**src/rtl/shift_sequencer.sv**
```systemverilog
// shift_sequencer: multi-cycle barrel-shifter replacement for operand-2 generation.
// Accepts one request at a time, shifts one bit per cycle in SHIFT, and holds the
// result in DONE until the consumer takes it.
// Optional feature: define SHIFT_SEQ_RRX_EN to turn an immediate ROR #0 into RRX.
module shift_sequencer #(
    parameter int unsigned WIDTH = 32
) (
    input  logic             clk,
    input  logic             reset,
    input  logic             req_valid,
    output logic             req_ready,
    input  logic [2:0]       shifter_op,
    input  logic [1:0]       by_imm_shift,
    input  logic [WIDTH-1:0] A,
    input  logic [11:0]      B,
    input  logic             c_in,
    output logic             rsp_valid,
    input  logic             rsp_ready,
    output logic [WIDTH-1:0] shift_result,
    output logic             C,
    output logic             busy
);

    localparam int unsigned CNT_W = 5;

    localparam logic [2:0] OP_IMM_SHIFT = 3'b000;
    localparam logic [2:0] OP_ROT_IMM   = 3'b001;
    localparam logic [2:0] OP_IMM_OFS   = 3'b010;
    localparam logic [2:0] OP_REG_OFS   = 3'b011;

    typedef enum logic [1:0] {
        IDLE  = 2'b00,
        SHIFT = 2'b01,
        DONE  = 2'b10
    } state_e;

    typedef enum logic [1:0] {
        MODE_LSL = 2'b00,
        MODE_LSR = 2'b01,
        MODE_ASR = 2'b10,
        MODE_ROR = 2'b11
    } mode_e;

    state_e           state, state_n;
    mode_e            mode, mode_n;
    logic [WIDTH-1:0] work, work_n;
    logic [CNT_W-1:0] count, count_n;
    logic             fill, fill_n;
    logic [WIDTH-1:0] result_n;
    logic             carry_n;
    logic [WIDTH-1:0] step_val;
    logic             step_bit;
`ifdef SHIFT_SEQ_RRX_EN
    logic             rrx, rrx_n;
    logic             rrx_cin, rrx_cin_n;
`endif

    // Request side may only hand over work while idle and out of reset
    assign req_ready = (state == IDLE) && !reset;

    // One-bit step of the working value in the captured mode
    always_comb begin
        step_val = work;
        step_bit = work[0];
        case (mode)
            MODE_LSL: begin
                step_val = {work[WIDTH-2:0], 1'b0};
                step_bit = work[WIDTH-1];
            end
            MODE_LSR: step_val = {1'b0, work[WIDTH-1:1]};
            MODE_ASR: step_val = {fill, work[WIDTH-1:1]};
            MODE_ROR: step_val = {work[0], work[WIDTH-1:1]};
            default:  step_val = work;
        endcase
`ifdef SHIFT_SEQ_RRX_EN
        if (rrx) begin
            step_val = {rrx_cin, work[WIDTH-1:1]};
            step_bit = work[0];
        end
`endif
    end

    // Next-state and datapath update
    always_comb begin
        state_n  = state;
        mode_n   = mode;
        work_n   = work;
        count_n  = count;
        fill_n   = fill;
        result_n = shift_result;
        carry_n  = C;
`ifdef SHIFT_SEQ_RRX_EN
        rrx_n     = rrx;
        rrx_cin_n = rrx_cin;
`endif
        case (state)
            IDLE: begin
                if (req_valid && req_ready) begin
`ifdef SHIFT_SEQ_RRX_EN
                    rrx_n     = 1'b0;
                    rrx_cin_n = c_in;
`endif
                    case (shifter_op)
                        OP_IMM_SHIFT: begin
                            work_n  = A;
                            count_n = B[11:7];
                            mode_n  = mode_e'(by_imm_shift);
                            fill_n  = A[WIDTH-1];
                            if (B[11:7] != '0) begin
                                state_n = SHIFT;
                            end
`ifdef SHIFT_SEQ_RRX_EN
                            else if (by_imm_shift == 2'b11) begin
                                // ROR #0 encodes RRX: a single step through the carry
                                rrx_n   = 1'b1;
                                count_n = CNT_W'(1);
                                state_n = SHIFT;
                            end
`endif
                            else begin
                                result_n = A;
                                carry_n  = c_in;
                                state_n  = DONE;
                            end
                        end
                        OP_ROT_IMM: begin
                            work_n  = WIDTH'(B[7:0]);
                            count_n = {B[11:8], 1'b0};
                            mode_n  = MODE_ROR;
                            fill_n  = 1'b0;
                            if (B[11:8] != '0) begin
                                state_n = SHIFT;
                            end else begin
                                result_n = WIDTH'(B[7:0]);
                                carry_n  = c_in;
                                state_n  = DONE;
                            end
                        end
                        OP_IMM_OFS: begin
                            result_n = WIDTH'(B);
                            carry_n  = c_in;
                            state_n  = DONE;
                        end
                        OP_REG_OFS: begin
                            result_n = WIDTH'(B[3:0]);
                            carry_n  = c_in;
                            state_n  = DONE;
                        end
                        default: begin
                            result_n = '0;
                            carry_n  = c_in;
                            state_n  = DONE;
                        end
                    endcase
                end
            end
            SHIFT: begin
                work_n  = step_val;
                count_n = count - CNT_W'(1);
                if (count == CNT_W'(1)) begin
                    result_n = step_val;
                    carry_n  = step_bit;
                    state_n  = DONE;
                end
            end
            DONE: begin
                if (rsp_ready) begin
                    state_n = IDLE;
                end
            end
            default: state_n = IDLE;
        endcase
    end

    // State, datapath and registered outputs
    always_ff @(posedge clk) begin
        if (reset) begin
            state        <= IDLE;
            mode         <= MODE_LSL;
            work         <= '0;
            count        <= '0;
            fill         <= 1'b0;
            shift_result <= '0;
            C            <= 1'b0;
            rsp_valid    <= 1'b0;
            busy         <= 1'b0;
`ifdef SHIFT_SEQ_RRX_EN
            rrx          <= 1'b0;
            rrx_cin      <= 1'b0;
`endif
        end else begin
            state        <= state_n;
            mode         <= mode_n;
            work         <= work_n;
            count        <= count_n;
            fill         <= fill_n;
            shift_result <= result_n;
            C            <= carry_n;
            rsp_valid    <= (state_n == DONE);
            busy         <= (state_n != IDLE);
`ifdef SHIFT_SEQ_RRX_EN
            rrx          <= rrx_n;
            rrx_cin      <= rrx_cin_n;
`endif
        end
    end

endmodule

```
**config.mk**
```make
export PLATFORM = sky130hd
export DESIGN_NAME = shift_sequencer
export DESIGN_NICKNAME = d
export VERILOG_FILES = /design/src/rtl/shift_sequencer.sv
export SDC_FILE = /design/constraint.sdc
export NUM_CORES = 1
export LEC_CHECK = 0
export ABC_CLOCK_PERIOD_IN_PS = 1900
export CORE_ASPECT_RATIO = 1.5
export CORE_MARGIN = 2
export CORE_UTILIZATION = 52
export DETAILED_ROUTE_END_ITERATION = 8
export PLACE_DENSITY = 0.81
export SLEW_MARGIN = 20
export SYNTH_ARGS = -nofsm -noshare
export SYNTH_HDL_FRONTEND = slang
export SYNTH_SLANG_ARGS = --single-unit
```
**constraint.sdc**
```tcl
create_clock -name clk -period 1.9 [get_ports clk]
set_input_delay 0.19 -clock clk [delete_from_list [all_inputs] [get_ports clk]]
set_output_delay 0.19 -clock clk [all_outputs]
set_load 0.02 [all_outputs]
```
Word level (Yosys, flattened, before mapping):

Index checks and enable logic that the tools add are counted.

* flip-flop bits (word level): 77
* output and inout port bits: 36
* word-level logic and storage cells: 68

* add/subtract/negate cells: 1
* eq/ne operators: 15
* multiplexer cells: 29
* reduce and logical (&&, ||, !) cells: 14

Operators by type and width (count)
* one-hot mux 32 bit (4 select lines): 2
* one-hot mux 32 bit (2 select lines): 3
* 2-to-1 mux 32 bit: 5
* one-hot mux 5 bit (2 select lines): 2
* 2-to-1 mux 2 bit: 5
* equality test 2 bit, second input constant: 4
* one-hot mux 2 bit (2 select lines): 2
* equality test 3 x 2 -> 1 bit, second input constant: 2
* inequality test 3 bit, second input constant: 2
* one-hot mux 1 bit (2 select lines): 3
* one-hot mux 2 bit (3 select lines): 1
* AND reduction 3 bit: 2
* nonzero test 2 bit: 3
* equality test 5 x 1 -> 1 bit, second input constant: 1
* 2-to-1 mux 1 bit: 5
* 2-to-1 mux 5 bit: 1
* AND reduction 5 bit: 1
* nonzero test 5 bit: 1
* subtractor 5 x 1 -> 5 bit, second input constant: 1
* equality test 2 x 1 -> 1 bit, second input constant: 2
* logical NOT 2 bit: 2
* nonzero test 4 bit: 1
* equality test 3 x 1 -> 1 bit, second input constant: 1
* logical NOT 3 bit: 1
* 5 further kinds: 6

Logic depth before layout (Yosys ltp):

Gate-level depths: netlist (run 1).

* depth after elaboration: 6
* mapped depth: 8
* depth with buffers taken out: 6

Worst setup path before layout (run 1):

No wires, ideal clock.

* path kind: register to register
* start: register count[1]
* end: register shift_result[24]
* arrival: 1.556 ns
* required time: 1.754 ns
* setup slack: 0.198 ns
* stages on the path, launching flop included: 9
* cells stage by stage: dfxtp_1 -> inv_1 -> ha_1 -> or4b_4 -> nor2_2 -> a21o_1 -> buf_4 -> buf_6 -> a211oi_2

* cells in the longest elaborated chain, start to end: 3

Ends and longest elaborated chain
* from (decl): line 47 `logic [CNT_W-1:0] count, count_n;`
* from (signal assigned): line 195 `count <= count_n;`
* equality test 5 x 1 -> 1 bit: line 160 `if (count == CNT_W'(1)) begin`
* inequality test 2 bit (no source line)
* AND reduction 5 bit (no source line)
* to (signal assigned): line 197 `shift_result <= result_n;`
* to (decl): line 19 `output logic [WIDTH-1:0] shift_result,`

Every way passes these cells.
A chain may end at the register's enable or synchronous reset.

Worst setup path after layout (run 1):

* start: register count[1]
* end: register C

* cells in the longest elaborated chain, start to end: 3

Ends and longest elaborated chain
* equality test 5 x 1 -> 1 bit: line 160
* inequality test 2 bit (no source line)
* AND reduction 5 bit (no source line)
* to (signal assigned): line 198 `C <= carry_n;`
* to (decl): line 20 `output logic C,`

Every way passes these cells.

==> out/qor.yml, run 1 <==
status: "finished clean"
dp.cells: 711
cp.required_ns: 2.16
vias: 4694
syn_nets: 580
htree_num_levels: 3
peakVddDrop_mv: 0.5116
whs_path_depth: 3
antenna_cells: 0
dp_hpwl_um: 9611
rsz0062_at_grt: "true"
wl_met3_um: 803
postRouteAntennaNets: 0
synthSimpleGateAreaFrac_pct: 17.47
cp_cell_sequence: "inv_2 -> ha_4 -> or4b_4 -> nor2_4 -> buf_12 -> a21o_4 -> buf_8 -> mux2i_2"
grt_pass1_wl_um: 21500
p_sw_share_pct: 28.10
drive_gt1_share_pct: 22.33
ys_types: 47
r2r-end: "C"
dieArea_um2: 9267
seq_area_um2: 1544
yosysSeqAreaShare_pct: 34.88
synthTopCellsByArea: "dfxtp_1 35%, a211oi_1 13%, a21oi_1 7.0%"
synth-compound-area-share_pct: 36.18
finalSetupViolCount: 0
cts_root_buf: "clkbuf_16"
worst_slew_margin_rel_pct: 59.93
crit_slowest_cell: "or4b_4"
skew_ns: 0.007983
critPathMaxFanout: 8
avgSynthCellArea_um2: 8.434
viasPerCell: 6.395
critical_path.max_stage_delay_ns: 0.50
fp.dieW_um: 79.27
r2r_setup_slack_ns: 0.03
antenna_found_initial: 0
numCtsBuffers: 9
p_switching_mw: 1.204
numPortBuffers: 89
p_leak_nw: 2.051
p_clk_share_pct: 35.6
track_usage_pct: 29.57
p_seq_share_pct: 42.1
rr_worst_depth: 8
clockBufferDepth: 2
num_rows: 41
dr.pass1.iters: 5
die_h_um: 116.9
met2_length_um: 7304
highest_layer: "met4"
p_comb_share_pct: 22.3
power_density_nw_per_um2: 709.1
critPathBufInv: 3
reg2reg_from: "count[1]"
drc: 0
place.gp.congestion: 0.9364
first_iter_violations: 339
syn_to_final_growth_pct: 36.69
yosysWarnings: 0
synth_fa_ha_area_share_pct: 0.5663
grt-ovfl-total: 0
cap_violations: 0
hold_viol_final: 0
max_freq_mhz: 535.3
whs_ns: 0.4044
routed_wl_um: 14190
worst_pin_slew_ns: 0.6011
fin_nets: 678
synth_edf_count: 0
netlist_area_um2: 4419
hold_path.class: "input port to register"
synth_async_sr_flop_share_pct: 0
grt_pass1_vias: 4502
ys_ff_latch: 77
min_from: "reset"
post_drt_wl_per_cell_um: 19.34
layout_min_cycle_time_ns: 1.868
multi_input_area_um2: 2623
core-area_um2: 8310
endpoint_kind: "register"
cts_tree: "yes"
ys_dominant_reg_cell: "dfxtp_1"
finalMaxSlewViolations: 0
pin_count: 90
min_period_over_period_pct: 98.32
cp-start-kind: "register"
grt_max_degree: 52
start_util_pct: 53.18
clk_pin_slew_ns: 0.06
path_delay_family: "simple AND/OR/NAND/NOR gates"
whs_endpoint: "count[1]"
p_int_mw: 3.080
cts.sinks: 77
wl_met1_um: 5455
synthMuxAreaShare_pct: 4.077
clock_latency_ns: 0.34
cp_data_arrival_time_ns: 2.13
crit_type: "register to register"
synth_top_family_by_area: "compound AO/OA/AOI/OAI gates"
synth-xor-area-share_pct: 0
n_fill_cell: 665
netlist_instances: 524
instances_no_fill: 734
yosys.area.top_type_share_pct: 34.88
yosys.area.top_type: "dfxtp_1"
startpoint: "count[1]"
## state kept, by name (all words and copies together) (netlist names)
signal and cells:
mode 2, busy 1, work 32, C 1, count 5, fill 1, rsp_valid 1, state 2
shift_result 32
## synth_stat cells (4+ instances only)
master / number
nor3_1: 31
inv_1: 6
and3_1: 4
a21oi_1: 62
dfxtp_1: 77
o21ai_0: 38
buf_4: 4
nor2_1: 38
a211oi_1: 75
nand3b_1: 4
a311oi_1: 6
mux2i_1: 9
buf_2: 19
or3b_2: 28
mux2_2: 8
clkbuf_1: 32
nand2_1: 13
nand3_1: 5
a211oi_2: 20
## final cells by class
| cell class | count | share of cell area [%] |
|---|---|---|
| Inverter | 6 | 0.3728 |
| Timing Repair Buffer | 145 | 24.23 |
| Sequential cell | 77 | 25.56 |
| Tap cell | 107 | 2.216 |
| Clock buffer | 14 | 4.039 |
| Multi-Input combinational cell | 383 | 43.41 |
| Clock inverter | 2 | 0.1657 |
## power by group through the flow
stage	clock network (mW)	registers [mW]	logic, mW
2_1_floorplan	0	1.87	0.459
4_1_cts	1.55	1.80	0.928
6_report	1.52	1.80	0.956
3_3_place_gp	0	1.83	0.897
3_5_place_dp	0	1.83	0.919
5_1_grt	1.60	1.81	1.02
## placed cells by master (no fill, tap or decap), types with 2 or more instances in the layout
cell type and n:
a211oi_1 74, a211oi_2 21, a21oi_1 61, a22o_1 2
a2bb2oi_1 2, a311oi_1 6, a31oi_1 3, and3_1 4
buf_12 8, buf_4 41, buf_6 4, clkbuf_1 5
clkbuf_16 11, clkdlybuf4s50_1 88, clkinv_2 2, dfxtp_1 75
dfxtp_2 2, inv_1 5, mux2_2 8, mux2i_1 8
nand2_1 13, nand3_1 5, nand3b_1 4, nor2_1 38
nor2b_1 2, nor3_1 31, nor3b_1 3, o2111ai_1 2
o211a_1 2, o21a_1 2, o21ai_0 38, o21ai_1 3
or3b_2 28
## stage by stage
| stage | utilization [%] | setup slack [ns] | area, um2 | TNS (ns) | power (mW) |
|---|---|---|---|---|---|
| final | 72.69 | 0.03191 | 6041 | 0 | 4.284 |
| after global routing | 72.69 | -0.01994 | 6041 | -0.03422 | 4.437 |
| after CTS | 70.87 | 0.01113 | 5889 | 0 | 4.274 |
| after detailed placement | 67.57 | -0.2790 | 5615 | -6.355 | 2.751 |
| after global placement | 67.57 | -0.1658 | 5615 | -4.278 | 2.726 |
| after floorplan | - | 0.1978 | 4419 | 0 | 2.329 |
## worst max path at each step
stage                                  end  slack (ns)  cells past startpoint
final                                    C        0.03                      8
after global routing              count[3]       -0.02                      5
after CTS                 shift_result[15]        0.01                      7
after detailed placement  shift_result[15]       -0.28                      6
after global placement    shift_result[31]       -0.17                      6
after floorplan           shift_result[24]        0.20                      8
## cells by family (layout without fill, tap and decap cells)
kind of cell,Yosys count,in the layout
flops,77,77
compound gates,229,229
buf+inv,64,167
fa+ha+maj,2,2
simple gates,135,135
mux,17,17
## layer usage
layer,track usage [%],vias up
met5,0,-
li1,-,2197
met2,52.43,198
met3,4.908,40
met4,17.36,0
met1,33.27,2259
## worst reg2reg max path: stages, from the launching register on
cell	delay (ns)
dfxtp_2	0.32
inv_2	0.07
ha_4	0.12
or4b_4	0.50
nor2_4	0.15
buf_12	0.14
a21o_4	0.14
buf_8	0.14
mux2i_2	0.21
## repair_timing
action                     4_1_cts  5_1_grt
pin swaps                        0        4
gates resized for setup          3       14
gates cloned                     0        3
setup endpoints to repair       22       28
hold buffers                     0        0
setup buffers                    1        3
Note: power is estimated with default switching activity, not from simulation.
==> run 2, diff against run 1 <==
CORE_UTILIZATION = 35   (was 52)
PLACE_DENSITY = not set   (was 0.81)
==> out/qor.yml, run 2 (same netlist as run 1, synthesis figures left out) <==
status: "finished clean"
dieArea_um2: 13560
final_cell_mix: "88 x clkdlybuf4s50_1, 75 x dfxtp_1, 75 x a211oi_1"
power_mw: 4.481
largestRegisters: "shift_result: 32 flops, work: 32 flops, count: 5 flops"
antenna_found_initial: 0
htree_num_levels: 3
cap_violations: 0
reg2reg_from: "count[1]"
clk_pin_slew_ns: 0.06
cts.sinks: 77
place_ws_ns: -0.2560
track_usage_pct: 21.85
critPathMaxFanout: 8
hold_viol_final: 0
worst_slew_margin_rel_pct: 65.15
crit_slowest_cell: "or4b_4"
routed_wl_um: 15030
grt_pass1_vias: 4558
final_common_cell: "clkdlybuf4s50_1"
hold_path.class: "register to register"
postRouteAntennaNets: 0
skew_ns: 0.005023
drive_gt1_share_pct: 23.86
crit_type: "register to register"
path_delay_family: "simple AND/OR/NAND/NOR gates"
pin_count: 90
clockBufferDepth: 2
peakVddDrop_mv: 0.3488
fin_nets: 688
first_iter_violations: 284
cts_tree: "yes"
cp_data_arrival_time_ns: 2.09
startpoint: "count[1]"
layout_min_cycle_time_ns: 1.889
max_freq_mhz: 529.2
cp_cell_sequence: "inv_2 -> ha_1 -> or4b_4 -> nor2_4 -> buf_12 -> a21o_4 -> clkbuf_16 -> a211oi_2"
grt-ovfl-total: 0
finalMaxSlewViolations: 0
finalSetupViolCount: 0
critPathBufInv: 3
dr.pass1.iters: 5
num_rows: 50
core-area_um2: 12390
worst_pin_slew_ns: 0.5227
rsz0062_at_grt: "true"
drc: 0
syn_to_final_growth_pct: 40.69
viasPerCell: 5.801
fp.dieW_um: 95.75
vias: 4600
die_h_um: 141.6
power_density_nw_per_um2: 720.7
cp.required_ns: 2.10
p_leak_nw: 2.115
place.gp.congestion: 0.8745
cp-start-kind: "register"
critical_path.max_stage_delay_ns: 0.50
numPortBuffers: 89
cts_root_buf: "clkbuf_16"
numCtsBuffers: 9
grt_pass1_wl_um: 23050
grt_max_degree: 46
setup_slack_ns: 0.01051
start_util_pct: 35.68
dp_hpwl_um: 10500
min_period_over_period_pct: 99.45
antenna_cells: 0
min_from: "fill"
endpoint_kind: "register"
post_drt_wl_per_cell_um: 18.95
clock_latency_ns: 0.33
## run 2: final timing paths
check                                        to  slack [ns]  depth (start not counted)
worst max-delay path            shift_result[6]        0.01                          8
worst min-delay path                       fill        0.46                          2
worst max register to register  shift_result[6]        0.01                          8
worst min register to register             fill        0.46                          2
## run 2: where the power goes
| part | internal [mW] | switching (mW) |
|---|---|---|
| sequential | 1.72 | 0.0793 |
| combinational | 0.492 | 0.485 |
| clock | 1.05 | 0.654 |
| total | 3.26 | 1.22 |
## run 2: final cells by class
| cell class | instances | area, um2 |
|---|---|---|
| fill | 1173 | 6170 |
| multi-input combinational | 383 | 2605 |
| timing repair buffer | 155 | 1556 |
| sequential | 77 | 1544 |
| clock buffer | 12 | 246.5 |
| tap | 156 | 195.2 |
| clock inverter | 4 | 47.55 |
| inverter | 6 | 22.52 |
## run 2: layer usage
metal,track usage (%),part of all wire (%),vias up
met5,0,0,-
met4,13.53,5.0,0
met3,2.602,5.0,38
met2,35.66,50,154
met1,26.91,40,2190
li1,-,-,2218
## run 2: worst register-to-register path, delay by kind of cell, from the launching register on
kind	cells	cell delay (ns)
simple gates	2	0.68
buf+inv	3	0.38
flops	1	0.33
compound gates	2	0.24
fa+ha+maj	1	0.12
## run 2: per-stage QoR
step | area (um2) | hold slack (ns) | std cells | setup TNS, ns | util, %
finish | 6217 | 0.4643 | 793 | 0 | 50.19
global route | 6217 | 0.4857 | 793 | -0.4930 | 50.19
CTS | 6055 | 0.4594 | 787 | 0 | 48.88
detailed placement | 5759 | 0.4549 | 771 | -6.863 | 46.49
global placement | 5759 | 0.4469 | 771 | -5.124 | 46.49
floorplan | 4419 | 0.3377 | 524 | 0 | -
## run 2: repair_timing
item / 4_1_cts / 5_1_grt
pin swaps: 0 / 4
setup buffers: 0 / 2
endpoints found under the setup margin: 2 / 46
hold buffers: 0 / 0
resized for setup: 1 / 14
cloned: 0 / 4
==> run 3, diff against run 2 <==
CORE_UTILIZATION = 52   (was 35)
PLACE_DENSITY = 0.81   (was not set)
==> results of run 3 <==
No change in the layout: final DEF, timing and power equal those of run 1.
